--- config.mk ---
export PLATFORM = sky130hd
export DESIGN_NAME = jt7759_rom_arb_flat
export DESIGN_NICKNAME = d
export VERILOG_FILES = /design/src/rtl/jt7759_rom_arb_if.sv /design/src/rtl/jt7759_rom_arb.sv /design/src/flat_wrapper.sv
export SDC_FILE = /design/constraint.sdc
export NUM_CORES = 1
export LEC_CHECK = 0
export ABC_CLOCK_PERIOD_IN_PS = 3170
export BUFFER_PORTS_ARGS = -buffer_cell sky130_fd_sc_hd__buf_4
export CORE_AREA = 2 2 95 97
export DETAILED_ROUTE_END_ITERATION = 10
export DIE_AREA = 0 0 97 99
export PLACE_DENSITY = 0.73
export SETUP_SLACK_MARGIN = 0.2
export SLEW_MARGIN = 20
export SYNTH_ARGS = -nofsm -noshare
export SYNTH_HDL_FRONTEND = slang
export SYNTH_SLANG_ARGS = --single-unit
--- constraint.sdc ---
create_clock -name clk -period 3.17 [get_ports clk]
set_input_delay 0.4755 -clock clk [delete_from_list [all_inputs] [get_ports clk]]
set_output_delay 0.4755 -clock clk [all_outputs]
set_load 0.05 [all_outputs]
--- src/rtl/jt7759_rom_arb_if.sv ---
// rtl/jt7759_rom_arb_if.sv - shared sample-ROM read port between arbiter and memory
interface jt7759_rom_arb_if #(
    parameter int AW = 17,
    parameter int DW = 8
);
    logic          rom_cs;
    logic [AW-1:0] rom_addr;
    logic [DW-1:0] rom_data;
    logic          rom_ok;

    modport master (
        output rom_cs,
        output rom_addr,
        input  rom_data,
        input  rom_ok
    );

    modport slave (
        input  rom_cs,
        input  rom_addr,
        output rom_data,
        output rom_ok
    );
endinterface

--- src/rtl/jt7759_rom_arb.sv ---
// rtl/jt7759_rom_arb.sv - two-requester round-robin arbiter for one sample-ROM port
module jt7759_rom_arb #(
    parameter int AW   = 17,
    parameter int DW   = 8,
    parameter int TOUT = 255
) (
    input  logic                  clk,
    input  logic                  rst,
    input  logic                  cs0,
    input  logic [AW-1:0]         addr0,
    input  logic                  flush0,
    output logic [DW-1:0]         data0,
    output logic                  ok0,
    input  logic                  cs1,
    input  logic [AW-1:0]         addr1,
    input  logic                  flush1,
    output logic [DW-1:0]         data1,
    output logic                  ok1,
    jt7759_rom_arb_if.master      rom,
    output logic                  err
);
    typedef enum logic [1:0] {ST_IDLE, ST_REQ, ST_WAIT} state_t;

    state_t        st_q, st_d;
    logic          g_q, g_d;
    logic          prio_q, prio_d;
    logic          rom_cs_q, rom_cs_d;
    logic [AW-1:0] rom_addr_q, rom_addr_d;
    logic [7:0]    wcnt_q, wcnt_d;
    logic          err_q, err_d;
    logic [DW-1:0] data_q [2];
    logic [DW-1:0] data_d [2];
    logic [AW-1:0] tag_q [2];
    logic [AW-1:0] tag_d [2];
    logic [1:0]    valid_q, valid_d;

    logic [AW-1:0] addr_v [2];
    logic [1:0]    cs_v, flush_v, hit, pend;
    logic          gsel;

    assign addr_v[0] = addr0;
    assign addr_v[1] = addr1;
    assign cs_v      = {cs1, cs0};
    assign flush_v   = {flush1, flush0};

    assign hit[0]  = valid_q[0] && (tag_q[0] == addr0);
    assign hit[1]  = valid_q[1] && (tag_q[1] == addr1);
    assign pend    = cs_v & ~hit;
    // Requester 1 wins when it is the only one missing, or when both miss and it holds priority
    assign gsel    = pend[1] & (~pend[0] | prio_q);

    assign ok0  = cs0 & hit[0];
    assign ok1  = cs1 & hit[1];
    assign data0 = data_q[0];
    assign data1 = data_q[1];

    assign rom.rom_cs   = rom_cs_q;
    assign rom.rom_addr = rom_addr_q;
    assign err          = err_q;

    always_comb begin
        st_d       = st_q;
        g_d        = g_q;
        prio_d     = prio_q;
        rom_cs_d   = rom_cs_q;
        rom_addr_d = rom_addr_q;
        wcnt_d     = wcnt_q;
        err_d      = err_q;
        data_d     = data_q;
        tag_d      = tag_q;
        valid_d    = valid_q;

        case (st_q)
            ST_IDLE: begin
                if (|pend) begin
                    g_d        = gsel;
                    rom_addr_d = addr_v[gsel];
                    rom_cs_d   = 1'b1;
                    st_d       = ST_REQ;
                end
            end
            ST_REQ: begin
                // rom_ok here may still belong to the previous fetch
                wcnt_d = 8'd0;
                st_d   = ST_WAIT;
            end
            ST_WAIT: begin
                if (rom.rom_ok) begin
                    data_d[g_q]  = rom.rom_data;
                    tag_d[g_q]   = rom_addr_q;
                    valid_d[g_q] = 1'b1;
                    rom_cs_d     = 1'b0;
                    prio_d       = ~g_q;
                    st_d         = ST_IDLE;
                end else if (wcnt_q == 8'(TOUT)) begin
                    rom_cs_d = 1'b0;
                    err_d    = 1'b1;
                    prio_d   = ~g_q;
                    st_d     = ST_IDLE;
                end else begin
                    wcnt_d = wcnt_q + 8'd1;
                end
            end
            default: st_d = ST_IDLE;
        endcase

        // Flush overrides a same-cycle completion write
        valid_d = valid_d & ~flush_v;
    end

    always_ff @(posedge clk) begin
        if (rst) begin
            st_q       <= ST_IDLE;
            g_q        <= 1'b0;
            prio_q     <= 1'b0;
            rom_cs_q   <= 1'b0;
            rom_addr_q <= '0;
            wcnt_q     <= 8'd0;
            err_q      <= 1'b0;
            data_q[0]  <= '0;
            data_q[1]  <= '0;
            tag_q[0]   <= '0;
            tag_q[1]   <= '0;
            valid_q    <= 2'b00;
        end else begin
            st_q       <= st_d;
            g_q        <= g_d;
            prio_q     <= prio_d;
            rom_cs_q   <= rom_cs_d;
            rom_addr_q <= rom_addr_d;
            wcnt_q     <= wcnt_d;
            err_q      <= err_d;
            data_q     <= data_d;
            tag_q      <= tag_d;
            valid_q    <= valid_d;
        end
    end
endmodule

--- src/flat_wrapper.sv ---
// flat-port wrapper written by rule: the top's interface ports become plain ports
module jt7759_rom_arb_flat 
#(
    parameter int AW   = 17,
    parameter int DW   = 8,
    parameter int TOUT = 255
)
  (clk, rst, cs0, addr0, flush0, data0, ok0, cs1, addr1, flush1, data1, ok1, err, rom_rom_cs, rom_rom_addr, rom_rom_data, rom_rom_ok);
  jt7759_rom_arb_if #(.AW(AW), .DW(DW)) rom_i ();
  input  logic clk;
  input  logic rst;
  input  logic cs0;
  input  logic [AW-1:0] addr0;
  input  logic flush0;
  output logic [DW-1:0] data0;
  output logic ok0;
  input  logic cs1;
  input  logic [AW-1:0] addr1;
  input  logic flush1;
  output logic [DW-1:0] data1;
  output logic ok1;
  output logic err;
  output wire logic [$bits(rom_i.rom_cs)-1:0] rom_rom_cs;
  output wire logic [$bits(rom_i.rom_addr)-1:0] rom_rom_addr;
  input wire logic [$bits(rom_i.rom_data)-1:0] rom_rom_data;
  input wire logic [$bits(rom_i.rom_ok)-1:0] rom_rom_ok;
  assign rom_rom_cs = rom_i.rom_cs;
  assign rom_rom_addr = rom_i.rom_addr;
  assign rom_i.rom_data = rom_rom_data;
  assign rom_i.rom_ok = rom_rom_ok;
  jt7759_rom_arb #(.AW(AW), .DW(DW), .TOUT(TOUT)) u_core (.clk(clk), .rst(rst), .cs0(cs0), .addr0(addr0), .flush0(flush0), .data0(data0), .ok0(ok0), .cs1(cs1), .addr1(addr1), .flush1(flush1), .data1(data1), .ok1(ok1), .rom(rom_i), .err(err));
endmodule
==> impl_metrics.ini, run 1 <==
[logic_synthesis]
synth_warnings = 0
ys_seq_elements = 83
avgSynthCellArea_um2 = 8.02
synth_area_leaders = dfxtp_1 (44%), nand2_1 (11%), a21oi_1 (7.6%)
yosysTopAreaCellShare_pct = 44.2
synth.net_count = 519
synth_edf_count = 0
ys_types = 44
synth_async_sr_flop_share_pct = 0
syn_area_mm2 = 0.00376
seq_area_frac_synth_pct = 44.2
syn_inst = 469
synthFlopType = dfxtp_1
yosys.area.top_type = dfxtp_1

[clocking]
clk_latency_ns = 0.36
post_cts_resized = 0
cts_tree = built
clk_path_buf_depth = 2
root_buffer = clkbuf_8
postCtsSetupBuffers = 0
htreeDepth = 3
ctsHoldBuffers = 0
clk_pin_slew_ns = 0.08
cts_sinks = 83
cts_buffers = 9

[finish]
drive_gt1_share_pct = 20.4
nNetsFinal = 590
areaGrowthSynthToFinish_pct = 22.7
seqCellArea_mm2 = 0.00166
n_antenna_cell = 0
multi_input_area_mm2 = 0.00194
fill_cells = 806

[setup_path]
cp_max_fo = 3
end_kind = primary output
critPathKind = reg2out
cp_data_required_time_ns = 2.69
crit_buf_inv = 1
arrival_ns = 2.05
slowest_delay_ns = 0.52
cpLargestDelayFamily = simple AND/OR/NAND/NOR gates
crit_slowest_cell = or4b_1
start_kind = flop
crit_chain = xor2_1 -> or4b_1 -> nor3_2 -> and3_2 -> buf_4

[pwr]
vdd_ir_drop_max_mv = 0.254
leakagePower_nw = 1.77
pwr_density_cell_mw_per_mm2 = 493

[placed_design]
place_ws_ns = 0.565
dp_hpwl_mm = 7.87
routabilityCongestion = 0.926
portBuffers = 85

[die]
die_w_um = 97
initial_core_util_pct = 44.0
io_pins = 86
rows = 34
dieArea_mm2 = 0.00960
core-area_mm2 = 0.00855
die_h_um = 99

[run]
maxCapViolCount = 0

[timing]
worst_slack_ns = 0.647
finalSetupTns_ns = 0
maxSlewHeadroom_pct = 45.2
fmax_mhz = 396
worst_pin_slew_ns = 0.822
finalCritPeriodShare_pct = 79.6
rsz0062_at_grt = no
clock_skew_ns = 0.00878
drv_slew = 0
hold_viol_final = 0
setup_viol = 0
final.min_clock_period_ns = 2.52

[routing]
drt_iter0_drc = 272
post_drt_wl_per_cell_um = 16.7
vias = 3655
wl_mm = 10.9
drtAntennaViolNets = 0
via_per_inst = 5.61
drc = 0
firstDrtPassIters = 5

[hold_path]
hold_class = in2reg

[global_route]
grt_pass1_wl_mm = 17.5
antenna_found_initial = 0
grt.overflow.total = 0
grt_start_max_net_pins = 79
gr-usage-all-layers_pct = 22.6
grt_pass1_vias = 3561

[status]
status = complete, no violations
cells by family (layout without fill, tap and decap cells):
logic type	count (synthesis)	after routing	share of synthesized area, %
xor gates and xnor gates	39	39	9.08
buffers and inverters	35	110	4.36
AOI/OAI and AO/OA	102	102	16.0
adders and majority gates	1	1	0.333
and+or+nand+nor	208	208	25.8
DFF	83	83	44.2
muxes	1	1	0.266
per-stage QoR:
stage               power [W]  util (%)  instances  hold WS (ns)  instance area (µm²)
floorplan             0.00142         -        469         0.446                 3760
global placement      0.00158      51.9        637         0.442                 4440
detailed placement    0.00158      51.9        637         0.450                 4440
CTS                   0.00229      54.0        652         0.261                 4610
global route          0.00236      54.0        652         0.268                 4620
finish                0.00228      54.0        652         0.268                 4620
per-layer routing:
| metal | GRT usage [%] | part of all wire [%] | vias up |
|---|---|---|---|
| met2 | 37.5 | 47 | 140 |
| li1 | - | - | 1768 |
| met4 | 9.10 | 2.7 | 0 |
| met1 | 28.8 | 42 | 1725 |
| met3 | 4.75 | 7.6 | 22 |
| met5 | 0 | 0 | - |
flip-flops by register name, summed over array words and instances (netlist names):
register and flops:
u_core.prio_q 1, u_core.g_q 1, u_core.err 1, u_core.rom.rom_addr 17, u_core.tag_q 34, u_core.data1 8
u_core.data0 8, u_core.rom.rom_cs 1, u_core.wcnt_q 8, u_core.st_q 2, u_core.valid_q 2
path summary, 6_finish.rpt:
kind                         start                     end  slack [ns]  cells after the start
setup / recovery  u_core.tag_q[20]                     ok0        0.65                      5
hold / removal              flush1       u_core.valid_q[1]        0.27                      2
setup reg to reg  u_core.tag_q[20]  u_core.rom.rom_addr[9]        0.74                      6
hold reg to reg    u_core.data1[7]         u_core.data1[7]        0.46                      2
synth_stat cells, types with 2 or more instances:
cell type  number
xnor2_1        18
a21oi_1        57
nor4b_1         4
nand2b_1        2
o21ai_0        18
nor2_1         16
nor3b_1         3
xor2_1         21
a41oi_1         2
nand3_1        21
nand2_1       108
and3_1          9
a21o_1          2
buf_2           4
nand3b_1        2
a311oi_1       17
nor3_1         20
clkbuf_1       24
nor4_1          7
dfxtp_1        83
nor2b_1         3
nand4_1         3
inv_1           3
or3_1           2
layout make-up:
class                   instances  area share (%)
well taps                     108            2.93
inverters                       3           0.244
clock inverters                 2           0.217
clock buffers                  13            3.66
flip-flops and latches         83            36.0
multi-input cells             351            42.0
repair buffers                 92            15.0
report_power, final:
group	switching, W	internal (W)
Sequential	0.0000531	0.00108
Clock	0.000372	0.000343
Combinational	0.000279	0.000149
Total	0.000704	0.00157
placed cells by master (no fill, tap or decap), drive strengths merged:
master / netlist / layout
buf: 8 / 92
nand2: 108 / 108
or4b: 1 / 1
nor4bb: 1 / 1
or3: 2 / 2
nand3b: 2 / 2
nor4: 7 / 7
a21bo: 1 / 1
clkinv: 0 / 2
o21ai: 18 / 18
a21boi: 1 / 1
and3: 10 / 10
nand2b: 2 / 2
mux2i: 1 / 1
a211oi: 1 / 1
a31oi: 1 / 1
nor3b: 3 / 3
and4: 1 / 1
nand4: 3 / 3
o22ai: 1 / 1
xnor2: 18 / 18
a41oi: 2 / 2
inv: 3 / 3
xor2: 21 / 21
nor3: 21 / 21
nor2: 16 / 16
nor2b: 3 / 3
ha: 1 / 1
and2: 1 / 1
o21a: 1 / 1
nor4b: 4 / 4
a21oi: 57 / 57
clkbuf: 24 / 13
dfxtp: 83 / 83
or2: 2 / 2
nand3: 21 / 21
a21o: 2 / 2
a311oi: 17 / 17
Power figures use the tool's default switching activity.
==> run 2, diff against run 1 <==
ABC_AREA = 1   (was not set)
ABC_CLOCK_PERIOD_IN_PS = 2300   (was 3170)
CORE_AREA = 2 2 99 101   (was 2 2 95 97)
DIE_AREA = 0 0 101 103   (was 0 0 97 99)
PLACE_DENSITY = 0.75   (was 0.73)
clock period = 2.3 ns   (was 3.17 ns; I/O delays follow)
==> run 2 against run 1 <==
Against the previous run: critical path depth rose by 4; setup slack got worse by 0.30 ns; wire length down 0.55%; non-clock buffer count did not move; die area up 8.3%; largest power group unchanged; critical endpoint unchanged; utilization is 0.72 points lower; critical path type unchanged; sequential power grew 38%; clock skew decreased by 0.0024 ns; synthesized cell count rose by 31%; sequential share of layout area decreased by 3.0 points; sequential cell count did not move; total power up 55%.
==> impl_metrics.ini, run 2 <==
[pwr]
p_int_w = 0.00247
switching_share_pct = 30.2
p_seq_share_pct = 44.4
leakagePower_nw = 2.35
vdd_ir_drop_max_mv = 0.236
pwr_density_cell_mw_per_mm2 = 702
p_sw_w = 0.00107
pwr-share-clk_pct = 35.7
comb_power_share_pct = 19.9
total_power_w = 0.00354

[finish]
largest_register = u_core.tag_q
final_common_cell = nand2_1
areaGrowthSynthToFinish_pct = 23.4
largest_reg_flops = 34
n_antenna_cell = 0
multi_input_area_mm2 = 0.00193
seqCellArea_mm2 = 0.00166
nNetsFinal = 744
drive_gt1_share_pct = 18.3
final_cell_mix = nand2_1 (149), buf_4 (90), inv_1 (89), dfxtp_1 (82), nor2_1 (78)
fill_cells = 920
final_util_pct = 53.3

[setup_path]
r2r_cells = 11
start_kind = flop
r2r-end = u_core.rom.rom_addr[12]
end_kind = primary output
cp_max_fo = 3
cp_data_required_time_ns = 1.96
reg2reg_slack_ns = 0.46
worstReg2RegStart = u_core.tag_q[8]
arrival_ns = 1.61
critPathKind = reg2out

[timing]
drv_slew = 0
finalCritPeriodShare_pct = 84.8
finalSetupTns_ns = 0
setup_viol = 0
maxSlewHeadroom_pct = 60.8
hold_ws_ns = 0.123
worst_pin_slew_ns = 0.587
rsz0062_at_grt = no
final.min_clock_period_ns = 1.95
clock_skew_ns = 0.00641
fmax_mhz = 513
hold_viol_final = 0

[die]
dieArea_mm2 = 0.0104
die_w_um = 101
core-area_mm2 = 0.00946
rows = 36
die_h_um = 103
io_pins = 86
initial_core_util_pct = 43.2

[hold_path]
hold_class = in2reg
whs_path_depth = 2
hp-start = flush0
min_to = u_core.valid_q[0]

[logic_synthesis]
yosysTopAreaCellShare_pct = 40.7
synth_common_cells = nand2_1 (149), inv_1 (89), dfxtp_1 (83)
syn_area_mm2 = 0.00408
syn_inst = 616
synth_xor_area_share_pct = 1.72
ys_types = 30
muxShareOfSynthArea_pct = 0
avgSynthCellArea_um2 = 6.63
synth.net_count = 666
synth-compound-area-share_pct = 15.6
synth_area_leaders = dfxtp_1 (41%), nand2_1 (14%), inv_1 (8.2%)
synth_top_family_by_area = simple AND/OR/NAND/NOR gates
yosys.area_share.adder_pct = 0.306
synth_warnings = 0
synth.most_common_cell = nand2_1
ys_seq_elements = 83
synthFlopType = dfxtp_1
synth_edf_count = 0
synth_async_sr_flop_share_pct = 0
yosys.area.top_type = dfxtp_1
seq_area_frac_synth_pct = 40.7
yosys.area_share.simple_pct = 29.4

[routing]
vias = 3984
via_per_inst = 4.90
drc = 0
wl_mm = 10.8
firstDrtPassIters = 5
drtAntennaViolNets = 0
drt_iter0_drc = 359
post_drt_wl_per_cell_um = 13.3

[global_route]
grt.overflow.total = 0
grt_start_max_net_pins = 52
grt_pass1_wl_mm = 17.7
gr-usage-all-layers_pct = 21.6
antenna_found_initial = 0
grt_pass1_vias = 3633

[placed_design]
portBuffers = 85
dp_hpwl_mm = 7.98
routabilityCongestion = 0.896

[status]
status = complete, no violations

[clocking]
clk_pin_slew_ns = 0.08
root_buffer = clkbuf_8
clk_path_buf_depth = 2
cts_tree = built
cts_sinks = 83
htreeDepth = 3
cts_buffers = 9
clk_latency_ns = 0.37
ctsHoldBuffers = 0

[run]
maxCapViolCount = 0
-- run 2: cell count changes after synthesis, moves of 6 or more --
cell	previous run	this run
nor3_1	20	7
and3_1	9	2
a311oi_1	17	0
o21ai_0	18	52
inv_1	3	89
nor2_1	16	80
xor2_1	21	0
xnor2_1	18	8
clkbuf_1	24	16
nor4_1	7	0
nand3_1	21	27
nand2_1	108	149
a21oi_1	57	63
-- run 2: through the flow --
stage / area [µm²] / instances / setup slack, ns
2_1_floorplan: 4080 / 616 / 0.433
3_3_place_gp: 4760 / 795 / 0.418
3_5_place_dp: 4760 / 795 / 0.395
4_1_cts: 5000 / 811 / 0.209
5_1_grt: 5040 / 813 / 0.198
6_report: 5040 / 813 / 0.350
-- run 2: final cells by class --
type,instances,area share (%)
Multi-Input combinational cell,413,38.3
Sequential cell,83,33.0
Timing Repair Buffer,92,13.9
Inverter,95,7.07
Clock buffer,13,3.55
Tap cell,114,2.83
Clock inverter,3,1.34
-- run 2: power by group through the flow --
stage	combinational, W	sequential (W)	clock (W)
finish	0.000703	0.00157	0.00126
global route	0.000775	0.00158	0.00135
CTS	0.000700	0.00157	0.00128
detailed placement	0.000696	0.00160	0
global placement	0.000688	0.00160	0
floorplan	0.000321	0.00174	0
-- run 2: critical path, cell delays in order, from the launching register on --
cell     delay (ns)
dfxtp_1        0.35
inv_1          0.04
nand2_1        0.05
nand2_1        0.06
nor2_1         0.10
nand2_1        0.07
nor2_2         0.17
nand3_4        0.11
nor2_4         0.13
buf_8          0.16
-- run 2: logic make-up (layout without fill, tap and decap cells) --
family / after synthesis / after routing
compound gates: 122 / 122
xor+xnor: 8 / 8
fa+ha+maj: 1 / 1
buf+inv: 120 / 203
flops: 83 / 83
simple gates: 282 / 282
-- run 2: timing repair --
| item | 4_1_cts | 5_1_grt |
|---|---|---|
| endpoints found under the hold margin | 0 | 0 |
| endpoints found under the setup margin | 0 | 2 |
| resized for setup | 0 | 7 |
| setup buffers | 0 | 2 |
-- run 2: metal layers --
metal	global-route usage, %	vias up	wire (µm)
li1	-	2065	-
met1	30.4	1778	5150
met5	0	-	0
met4	8.21	0	208
met2	33.2	125	4890
met3	3.73	16	585
-- run 2: how the worst max path moves through the flow --
stage / start / endpoint / slack (ns) / cells after the start
final: u_core.tag_q[22] / ok0 / 0.35 / 9
after global placement: addr1[8] / u_core.rom.rom_addr[9] / 0.42 / 11
after detailed placement: addr1[8] / u_core.rom.rom_addr[13] / 0.39 / 11
after floorplan: addr0[3] / ok0 / 0.43 / 6
after CTS: u_core.tag_q[26] / ok0 / 0.21 / 9
after global routing: u_core.tag_q[24] / ok0 / 0.20 / 9
